File: src/rtl/bcd_converter.sv
// Sequential double-dabble binary-to-BCD converter: 32-bit operand to 8 packed BCD digits.
// Define BCD_SIGNED_EN to treat iBin as two's complement and report the sign on oNeg.
module bcd_converter (
    input  logic        iClk,
    input  logic        iRst_n,
    input  logic [31:0] iBin,
    input  logic        iStart,
    output logic [31:0] oBcd,
    output logic        oBusy,
    output logic        oDone,
    output logic        oOverflow,
    output logic        oNeg
);

    localparam int unsigned BIN_W  = 32;
    localparam int unsigned OUT_W  = 32;
    localparam int unsigned DIGITS = 10;
    localparam int unsigned ACC_W  = 4 * DIGITS;
    localparam int unsigned CNT_W  = 6;

    localparam logic [CNT_W-1:0] LAST_CNT    = CNT_W'(BIN_W);
    localparam logic [OUT_W-1:0] OVF_PATTERN = 32'hEEEE_EEEE;

    typedef enum logic [1:0] {
        IDLE  = 2'd0,
        SHIFT = 2'd1,
        DONE  = 2'd2
    } state_t;

    state_t             state_q, state_d;
    logic [ACC_W-1:0]   acc_q, acc_d;
    logic [BIN_W-1:0]   op_q, op_d;
    logic [CNT_W-1:0]   cnt_q, cnt_d;
    logic               sign_q, sign_d;
    logic [OUT_W-1:0]   bcd_q, bcd_d;
    logic               ovf_q, ovf_d;
    logic               neg_q, neg_d;
    logic               busy_q, busy_d;
    logic               done_q, done_d;

    logic [BIN_W-1:0]   mag_c;
    logic               sign_c;
    logic [ACC_W-1:0]   acc_adj_c;

    // Add 3 to every digit >= 5 so the following left shift carries correctly into the next digit.
    function automatic logic [ACC_W-1:0] add3(input logic [ACC_W-1:0] a);
        logic [ACC_W-1:0] r;
        r = a;
        for (int i = 0; i < int'(DIGITS); i++) begin
            if (r[4*i +: 4] >= 4'd5) begin
                r[4*i +: 4] = r[4*i +: 4] + 4'd3;
            end
        end
        return r;
    endfunction

`ifdef BCD_SIGNED_EN
    assign sign_c = iBin[BIN_W-1];
    assign mag_c  = iBin[BIN_W-1] ? (~iBin + BIN_W'(1)) : iBin;
`else
    assign sign_c = 1'b0;
    assign mag_c  = iBin;
`endif

    assign acc_adj_c = add3(acc_q);

    // State and datapath registers.
    always_ff @(posedge iClk or negedge iRst_n) begin
        if (!iRst_n) begin
            state_q <= IDLE;
            acc_q   <= '0;
            op_q    <= '0;
            cnt_q   <= '0;
            sign_q  <= 1'b0;
            bcd_q   <= '0;
            ovf_q   <= 1'b0;
            neg_q   <= 1'b0;
            busy_q  <= 1'b0;
            done_q  <= 1'b0;
        end else begin
            state_q <= state_d;
            acc_q   <= acc_d;
            op_q    <= op_d;
            cnt_q   <= cnt_d;
            sign_q  <= sign_d;
            bcd_q   <= bcd_d;
            ovf_q   <= ovf_d;
            neg_q   <= neg_d;
            busy_q  <= busy_d;
            done_q  <= done_d;
        end
    end

    // Next-state and datapath; results only change on the SHIFT -> DONE transition.
    always_comb begin
        state_d = state_q;
        acc_d   = acc_q;
        op_d    = op_q;
        cnt_d   = cnt_q;
        sign_d  = sign_q;
        bcd_d   = bcd_q;
        ovf_d   = ovf_q;
        neg_d   = neg_q;

        case (state_q)
            IDLE, DONE: begin
                state_d = IDLE;
                if (iStart) begin
                    state_d = SHIFT;
                    op_d    = mag_c;
                    acc_d   = '0;
                    cnt_d   = '0;
                    sign_d  = sign_c;
                end
            end
            SHIFT: begin
                if (cnt_q == LAST_CNT) begin
                    state_d = DONE;
                    ovf_d   = |acc_q[ACC_W-1:OUT_W];
                    bcd_d   = ovf_d ? OVF_PATTERN : acc_q[OUT_W-1:0];
                    neg_d   = sign_q;
                end else begin
                    acc_d = {acc_adj_c[ACC_W-2:0], op_q[BIN_W-1]};
                    op_d  = {op_q[BIN_W-2:0], 1'b0};
                    cnt_d = cnt_q + CNT_W'(1);
                end
            end
            default: state_d = IDLE;
        endcase

        busy_d = (state_d == SHIFT);
        done_d = (state_d == DONE);
    end

    assign oBcd      = bcd_q;
    assign oBusy     = busy_q;
    assign oDone     = done_q;
    assign oOverflow = ovf_q;
    assign oNeg      = neg_q;

endmodule
File: config.mk
export PLATFORM = sky130hd
export DESIGN_NAME = bcd_converter
export DESIGN_NICKNAME = d
export VERILOG_FILES = /design/src/rtl/bcd_converter.sv
export SDC_FILE = /design/constraint.sdc
export NUM_CORES = 1
export LEC_CHECK = 0
export CORE_ASPECT_RATIO = 2
export CORE_UTILIZATION = 38
export CTS_CLUSTER_DIAMETER = 200
export DETAILED_ROUTE_END_ITERATION = 10
export PLACE_DENSITY = 0.64
export SLEW_MARGIN = 20
export SYNTH_ARGS = -nofsm -noshare
export SYNTH_HDL_FRONTEND = slang
export SYNTH_SLANG_ARGS = --single-unit
File: constraint.sdc
create_clock -name iClk -period 1.5 [get_ports iClk]
set_clock_uncertainty 0.15 [all_clocks]
set_input_delay 0.3 -clock iClk [delete_from_list [all_inputs] [get_ports iClk]]
set_output_delay 0.3 -clock iClk [all_outputs]
set_load 0.005 [all_outputs]
### After elaboration in Yosys (flattened, before gate mapping)

Index checks and enable logic that the tools add are counted.

| storage, ports and cells | value |
|---|---|
| output and inout bits | 36 |
| bits of input ports | 35 |
| flip-flop bits (word level) | 115 |
| logic and storage cells | 65 |

| operators by class | value |
|---|---|
| multiplexer cells | 23 |
| $lt $le $gt $ge | 10 |
| equality and inequality tests | 7 |
| reduce and logical (&&, ||, !) cells | 6 |
| add/sub/neg operators | 11 |

Operators by type and width:

| operator | number |
|---|---|
| 2-to-1 mux 32 bit | 3 |
| 2-to-1 mux 40 bit | 2 |
| case mux 40 bit (2 select lines) | 1 |
| case mux 32 bit (2 select lines) | 1 |
| >= comparator 4 x 3 -> 1 bit, second input constant | 10 |
| adder 4 x 2 -> 4 bit, second input constant | 9 |
| 2-to-1 mux 4 bit | 9 |
| 2-to-1 mux 6 bit | 2 |
| case mux 6 bit (2 select lines) | 1 |
| OR reduction 8 bit | 1 |
| adder 6 x 1 -> 6 bit, second input constant | 1 |
| == test 6 bit, second input constant | 1 |
| == test 2 x 1 -> 1 bit, second input constant | 2 |
| == test 2 bit, second input constant | 2 |
| inequality test 2 bit, second input constant | 2 |
| case mux 2 bit (2 select lines) | 1 |
| adder 3 x 2 -> 3 bit, second input constant | 1 |
| 2-to-1 mux 3 bit | 1 |
| AND reduction 3 bit | 1 |
| zero test 2 bit | 1 |
| 2-to-1 mux 2 bit | 1 |
| AND reduction 2 bit | 1 |
| nonzero test 2 bit | 1 |
| OR reduction 2 bit | 1 |
| 2-to-1 mux 1 bit | 1 |

### Logic depth before layout (Yosys ltp)

Gate-level depths: netlist (run 1).

| logic depth | value |
|---|---|
| depth in word-level cells | 4 |
| depth in mapped cells | 7 |
| depth with buffers taken out | 6 |

### Worst setup path before layout (run 1)

OpenSTA, ideal clock, no wires.

| path | value |
|---|---|
| path type | flip-flop to flip-flop |
| start | reg acc_q[8] |
| end | reg acc_q[10] |
| required time | 1.267 ns |
| period minus slack after synthesis | 1.636 ns |
| path slack | -0.136 ns |
| data arrival time | 1.403 ns |
| stages on the path, launching flop included | 7 |
| path buffers | 0 |
| setup time | 0.083 ns |
| path through | dfrtp_1 -> inv_1 -> ha_1 -> nand2b_1 -> a21oi_1 -> mux2_2 -> o21ai_0 |

| on the way | value |
|---|---|
| cells in the longest elaborated chain, start to end | 4 |
| elaborated cells on any way between the ends | 5 |
| classes of those cells | add/sub (1); order compare (1); mux (3) |

Ends and longest elaborated chain:

| item | line | text |
|---|---|---|
| start: declaration | 31 | `logic [ACC_W-1:0] acc_q, acc_d;` |
| start signal: assignment | 71 | `acc_q <= '0;` |
| start signal: assignment | 82 | `acc_q <= acc_d;` |
| adder 4 x 2 -> 4 bit / >= comparator 4 x 3 -> 1 bit (equally long branches) | 51, 50 |  |
| 2-to-1 mux 4 bit * | 50 | `if (r[4*i +: 4] >= 4'd5) begin` |
| 2-to-1 mux 40 bit * | 117 | `if (cnt_q == LAST_CNT) begin` |
| case mux 40 bit (2 select lines) * | 105 | `case (state_q)` |

Mark *: on every way between the ends. The rest lies on a longest branch, timed or not. The select of a mux whose other input is x is not followed.
A chain may end at the register's enable or synchronous reset.

### Worst setup path in the final report (run 1)

| path | value |
|---|---|
| start | reg state_q[0] |
| end | reg op_q[17] |

| on the way | value |
|---|---|
| cells in the longest elaborated chain, start to end | 4 |
| elaborated cells on any way between the ends | 9 |
| classes of those cells | eq/ne (4); mux (1); reduce/logical (4) |

Ends and longest elaborated chain:

| item | line | text |
|---|---|---|
| start: declaration | 30 | `state_t state_q, state_d;` |
| start signal: assignment | 81 | `state_q <= state_d;` |
| == test 2 bit / zero test 2 bit (equally long branches) | 105 |  |
| OR reduction 2 bit | 105 |  |
| inequality test 2 bit (no line) / nonzero test 2 bit (equally long branches) | n/a |  |
| AND reduction 3 bit (no line) | n/a |  |
| end signal: assignment | 83 | `op_q <= op_d;` |
| end: declaration | 32 | `logic [BIN_W-1:0] op_q, op_d;` |

Several ways; a longest one is shown, not always the timed one.

==> results of run 1 <==
cell type report:
cell class | instances | area [µm²] | area share, %
multi-input cells | 369 | 2990 | 33.7
clock inverters | 13 | 111 | 1.25
inverters | 57 | 214 | 2.41
repair buffers | 195 | 2010 | 22.6
clock buffers | 19 | 443 | 4.98
flip-flops and latches | 115 | 2880 | 32.4
well taps | 192 | 240 | 2.70
how the worst min path moves through the flow:
| stage | from | end | slack [ns] | depth (start not counted) |
|---|---|---|---|---|
| finish | iRst_n | op_q[9] | 0.15 | 2 |
| global route | iRst_n | op_q[12] | 0.16 | 2 |
| CTS | iRst_n | op_q[12] | 0.15 | 2 |
| detailed placement | iRst_n | op_q[8] | 0.04 | 1 |
| global placement | iRst_n | op_q[8] | 0.04 | 1 |
| floorplan | iRst_n | acc_q[0] | -0.15 | 0 |
timing repair:
action / CTS / global route
hold buffers: 1 / 0
hold endpoints to repair: 115 / 0
pin swaps: 13 / 30
setup endpoints to repair: 145 / 119
gates cloned: 5 / 8
buffers inserted: 29 / 8
gates resized for setup: 126 / 101
synthesized netlist by cell type, types with 3 or more instances:
cell / count / area [µm²]
a21oi_1: 51 / 255
a31oi_1: 10 / 62.6
buf_1: 5 / 18.8
buf_2: 10 / 50.1
buf_4: 5 / 37.5
buf_6: 3 / 33.8
clkbuf_1: 11 / 41.3
dfrtp_1: 115 / 2880
ha_1: 24 / 300
inv_1: 57 / 214
mux2_2: 10 / 113
nand2_1: 37 / 139
nand2b_1: 12 / 75.1
nand3_1: 35 / 175
nand4_1: 4 / 25.0
nor2_1: 25 / 93.8
nor3b_1: 19 / 143
o21ai_0: 42 / 210
o21ai_1: 25 / 125
o22ai_1: 31 / 194
o2bb2ai_1: 10 / 87.6
o31ai_1: 9 / 67.6
xnor2_1: 10 / 87.6
flip-flops by register name, summed over array words and instances, names as in the netlist:
signal,flops
acc_q,40
cnt_q,6
oBcd,32
oBusy,1
oDone,1
oOverflow,1
op_q,32
state_q,2
logic make-up (layout without fill, tap and decap cells):
kind of cell             count (synthesis)  count (layout)  synth area share (%)
AO/OA/AOI/OAI                          180             180                  18.5
XOR/XNOR                                11              11                  1.74
adder cells (fa/ha/maj)                 24              24                  5.43
buffers and inverters                   91             284                  7.14
flip-flops                             115             115                  52.0
multiplexers                            11              11                  2.24
other                                    1               1                0.0678
AND/OR/NAND/NOR                        139             142                  12.9
per-stage QoR:
step | util (%) | TNS, ns | hold slack [ns]
2_1_floorplan | - | -1.85 | -0.146
3_3_place_gp | 50.8 | -39.48 | 0.0414
3_5_place_dp | 50.8 | -43.79 | 0.0434
4_1_cts | 58.6 | -16.67 | 0.151
5_1_grt | 62.3 | -25.88 | 0.163
6_report | 62.3 | -21.29 | 0.151
placed cells by master, fill, tap and decap left out, types with 9 or more instances in the layout:
cell type / n
nand3_2: 10
o21ai_0: 17
a21oi_1: 38
buf_12: 14
nand2_2: 15
clkbuf_16: 23
o21ai_1: 37
inv_2: 22
nand3_1: 25
a21oi_4: 10
o2bb2ai_1: 10
inv_1: 35
buf_6: 17
nor3b_1: 18
clkdlybuf4s50_1: 33
nand2_4: 9
nor2_1: 25
o21ai_2: 12
ha_1: 12
xnor2_1: 10
o22ai_1: 25
dfrtp_1: 114
clkdlybuf4s15_1: 27
nand2_1: 13
buf_4: 83
mux2_4: 11
nand2b_4: 12
routing by layer:
layer / track usage (%) / up-vias
li1: - / 2371
met1: 22.5 / 2531
met2: 38.4 / 141
met3: 4.20 / 36
met4: 9.84 / 0
met5: 0 / -
critical path, cell delays in order, from the launching register on:
cell       delay [ns]
dfrtp_1          0.38
buf_4            0.14
nand2b_4         0.06
buf_6            0.15
a31o_4           0.28
buf_12           0.15
clkbuf_16        0.15
o22ai_1          0.14
a21oi_1          0.06
where the power goes:
| group | internal (mW) | switching (mW) |
|---|---|---|
| logic | 5.57 | 4.74 |
| clock network | 2.31 | 1.49 |
| registers | 4.52 | 1.29 |
==> results.cfg, run 1 <==
[finish]
n_antenna_cell = 0
fin_cells = 960
nets = 814
fillCellCount = 1174
area_growth_pct = 60.6
post_route_cells_drive_above_1_share_pct = 40.5
fin_area_um2 = 8890

[sta]
fin_ws_ns = -0.279
grt_setup_unrepaired = yes
setup_viol = 115
period_minus_slack_ns = 1.78
drv_slew = 0
period_share_pct = 119
fmax_mhz = 562
hold_viol = 0

[routing]
met2_length_um = 9320
drt-vias-per-instance = 5.29
via_count = 5079
ant_nets = 0
avgRoutedWirePerCell_um = 16.9
first_pass_iters = 4
drt_wl_total_um = 16200
top_layer = met4
wl_met3_um = 526
wl_met1_um = 5960
route.detailed.drc = 0
drt_iter0_markers = 227

[cts]
cts_root_buf = clkbuf_16
clock_path_buffers = 2
clk_pin_slew_ns = 0.06
cts_made_buffers = 17
h-tree-depth = 4
cts_tree = yes
cts.sinks = 115
clock_latency_ns = 0.41

[floorplanning]
die_x_um = 87.3
core_um2 = 14300
fp-row-count = 62
start_util_pct = 38.8
pin_count = 71
die_y_um = 173
die_area_um2 = 15100

[yosys]
syn-cell-area_um2 = 5530
ys_types = 35
ys_seq_area_share_pct = 52.0
synth.ff_latch_count = 115
synth_edf_count = 0
syn-instance-count = 572
syn_area_per_cell_um2 = 9.67
yosys_warnings = 0
syn_nets = 631
synthFlopType = dfrtp_1
async_flop_share_pct = 100

[run_status]
violations = setup timing
status = complete, but fails checks

[placement]
dp.cells = 878
place_congestion = 0.814
place_area_um2 = 7260
numPortBuffers = 69
place_hpwl_um = 9270
place_ws_ns = -0.736

[setup_path]
reg2reg_setup_slack_ns = -0.28
cp-start-kind = flip-flop
cp_max_fo = 11
critPathKind = reg2reg
crit_end = op_q[17]
crit_arrival_ns = 1.93
end_kind = flip-flop
rr_worst_depth = 8
crit_required_ns = 1.65
startpoint = state_q[0]
r2r_start = state_q[0]
rr_endpoint = op_q[17]

[global_route]
antenna_found_initial = 0
grt_max_degree = 46
grt_overflow = 0
grt_pass1_vias = 5231
grt_pass1_wl_um = 24700
groute.usage.overall_pct = 21.1

[pwr]
power_mw = 19.9
powerDensity_nw_per_um2 = 2240
p_leak_nw = 3.97
vdd_drop_max_mv = 1.20

[run]
drv_cap = 0

[worst_hold_path]
min_path_type = in2async
No activity file was read; power rests on OpenSTA's default activity.
==> inputs of run 2 (changes only) <==
--- a/config.mk
+++ b/config.mk
@@ -7,10 +7,10 @@
 export LEC_CHECK = 0
 export CORE_ASPECT_RATIO = 2
 export CORE_UTILIZATION = 38
-export CTS_CLUSTER_DIAMETER = 200
+export CTS_CLUSTER_DIAMETER = 150
 export DETAILED_ROUTE_END_ITERATION = 10
 export PLACE_DENSITY = 0.64
-export SLEW_MARGIN = 20
+export SLEW_MARGIN = 40
 export SYNTH_ARGS = -nofsm -noshare
 export SYNTH_HDL_FRONTEND = slang
 export SYNTH_SLANG_ARGS = --single-unit
==> run 2 against run 1 <==
The flow still finishes with violations (setup timing). Sequential cell count stayed put. Clock power hardly changed. Combinational power is 34% higher. Sequential share of layout area decreased by 3.9 points. Final cell count up 2.2%. Register-to-register slack lost 0.06 ns. Fmax shrank 3.5%. Wire length is 17% higher. Setup slack worse by 0.064 ns. Sequential power rose by 4.3%. Die area stayed put. Largest cell class unchanged. Largest power group unchanged.
==> results.cfg, run 2 (synthesis results as in run 1) <==
[routing]
drt_iter0_markers = 294
avgRoutedWirePerCell_um = 19.4
drt-vias-per-instance = 5.48
route.detailed.drc = 0
first_pass_iters = 4
ant_nets = 0
drt_wl_total_um = 19100
via_count = 5372

[setup_path]
slowest_stage = dfrtp_1
max_stage_delay_ns = 0.42
crit_required_ns = 1.64
cp_max_fo = 10
worstPathCellList = nor3_4 -> buf_6 -> nand4_1 -> buf_6 -> buf_12 -> buf_8 -> nand2_2 -> o21ai_1
timing.critical_path.mode_cell = buf_6
end_kind = flip-flop
crit_arrival_ns = 1.98
critPathKind = reg2reg
cp-start-kind = flip-flop

[finish]
nets = 835
area_growth_pct = 82.4
largest_reg_flops = 40
post_route_cells_drive_above_1_share_pct = 53.9
utilization_pct = 70.7
final_common_cell = dfrtp_1
largest-register = acc_q
fin_cells = 981
n_antenna_cell = 0
layout_common_cells = dfrtp_1 (115), buf_4 (89), clkdlybuf4s50_1 (33)

[sta]
hold_viol = 0
grt_setup_unrepaired = yes
hold_slack_ns = 0.154
fin_setup_tns_ns = -28.32
period_share_pct = 123
fmax_mhz = 542
setup_viol = 115
drv_slew = 0
period_minus_slack_ns = 1.84
fin_ws_ns = -0.343

[global_route]
grt_max_degree = 37
grt_pass1_vias = 5631
antenna_found_initial = 0
grt_pass1_wl_um = 26700
groute.usage.overall_pct = 23.0
grt_overflow = 0

[placement]
place_hpwl_um = 9300
dp.cells = 879
numPortBuffers = 69
place_congestion = 0.814
place_ws_ns = -0.469

[pwr]
powerDensity_nw_per_um2 = 2340
clock_power_share_pct = 16.1
p_leak_nw = 4.32
swShare_pct = 38.8
intPower_mw = 14.5
combPwrFrac_pct = 58.2
share_seq_of_total_power_pct = 25.6
vdd_drop_max_mv = 1.28
p_sw_mw = 9.18

[cts]
clock_latency_ns = 0.41
clk_pin_slew_ns = 0.05
cts_tree = yes
clock_path_buffers = 2
cts.sinks = 115
h-tree-depth = 4
cts_root_buf = clkbuf_16
cts_made_buffers = 17

[run_status]
violations = setup timing
status = complete, but fails checks

[worst_hold_path]
min_path_type = in2async

[floorplanning]
pin_count = 71
die_x_um = 87.3
die_y_um = 173
core_um2 = 14300
start_util_pct = 38.8
die_area_um2 = 15100
fp-row-count = 62

[run]
drv_cap = 0
[run 2: cell types whose count changed in the layout (fill, tap and decap cells not counted), sizes merged]
cell	before	now
buf	120	140
clkbuf	33	38
clkdlybuf4s15	27	30
clkinvlp	4	1
nor2	29	26
inv	58	57
[run 2: repair_timing]
action	in CTS	in global routing
resized for setup	177	205
gates cloned	12	10
hold endpoints to repair	115	0
endpoints found under the setup margin	146	125
hold buffers	1	0
pin swaps	25	84
buffers inserted	36	13
[run 2: final timing paths]
kind                                from   endpoint  slack [ns]  cells past startpoint
worst max-delay path            cnt_q[4]    oBcd[2]       -0.34                      8
worst min register to register  oBcd[31]   oBcd[31]        0.34                      2
max in group asynchronous         iRst_n  acc_q[11]        0.55                      3
worst max register to register  cnt_q[4]    oBcd[2]       -0.34                      8
min in group iClk                iBin[0]    op_q[0]        0.33                      3
worst min-delay path              iRst_n    op_q[8]        0.15                      2
[run 2: routing by layer]
| layer | routed length, µm | track usage (%) | share of wire (%) |
|---|---|---|---|
| met1 | 6540 | 23.3 | 34 |
| met2 | 10900 | 43.3 | 57 |
| met3 | 654 | 5.01 | 3.4 |
| met4 | 932 | 10.3 | 4.9 |
| met5 | 0 | 0 | 0 |
[run 2: worst max-delay path: cells and delay by family, from the launching register on]
kind / cells / cell delay (ns)
buf+inv: 4 / 0.63
simple gates: 3 / 0.44
flops: 1 / 0.42
compound gates: 1 / 0.08
[run 2: power groups by stage]
stage / clock network (mW) / logic [mW] / registers, mW
floorplan: 0 / 5.14 / 5.59
global placement: 0 / 7.84 / 5.63
detailed placement: 0 / 8.35 / 5.71
CTS: 3.85 / 10.6 / 5.70
global route: 4.00 / 14.6 / 6.21
finish: 3.82 / 13.8 / 6.06
[run 2: per-stage QoR]
step | instance area (µm²) | power [mW]
after detailed placement | 7280 | 14.1
after CTS | 8850 | 20.1
after floorplan | 5830 | 10.7
final | 10100 | 23.6
after global routing | 10100 | 24.8
after global placement | 7260 | 13.5
[run 2: area by class of cell]
cell class                      count  area [µm²]
Clock buffer                       23         478
Sequential cell                   115        2880
Clock inverter                      9        80.1
Timing Repair Buffer              219        2530
Tap cell                          192         240
Multi-Input combinational cell    366        3670
Inverter                           57         216
Fill cell                         944        4180
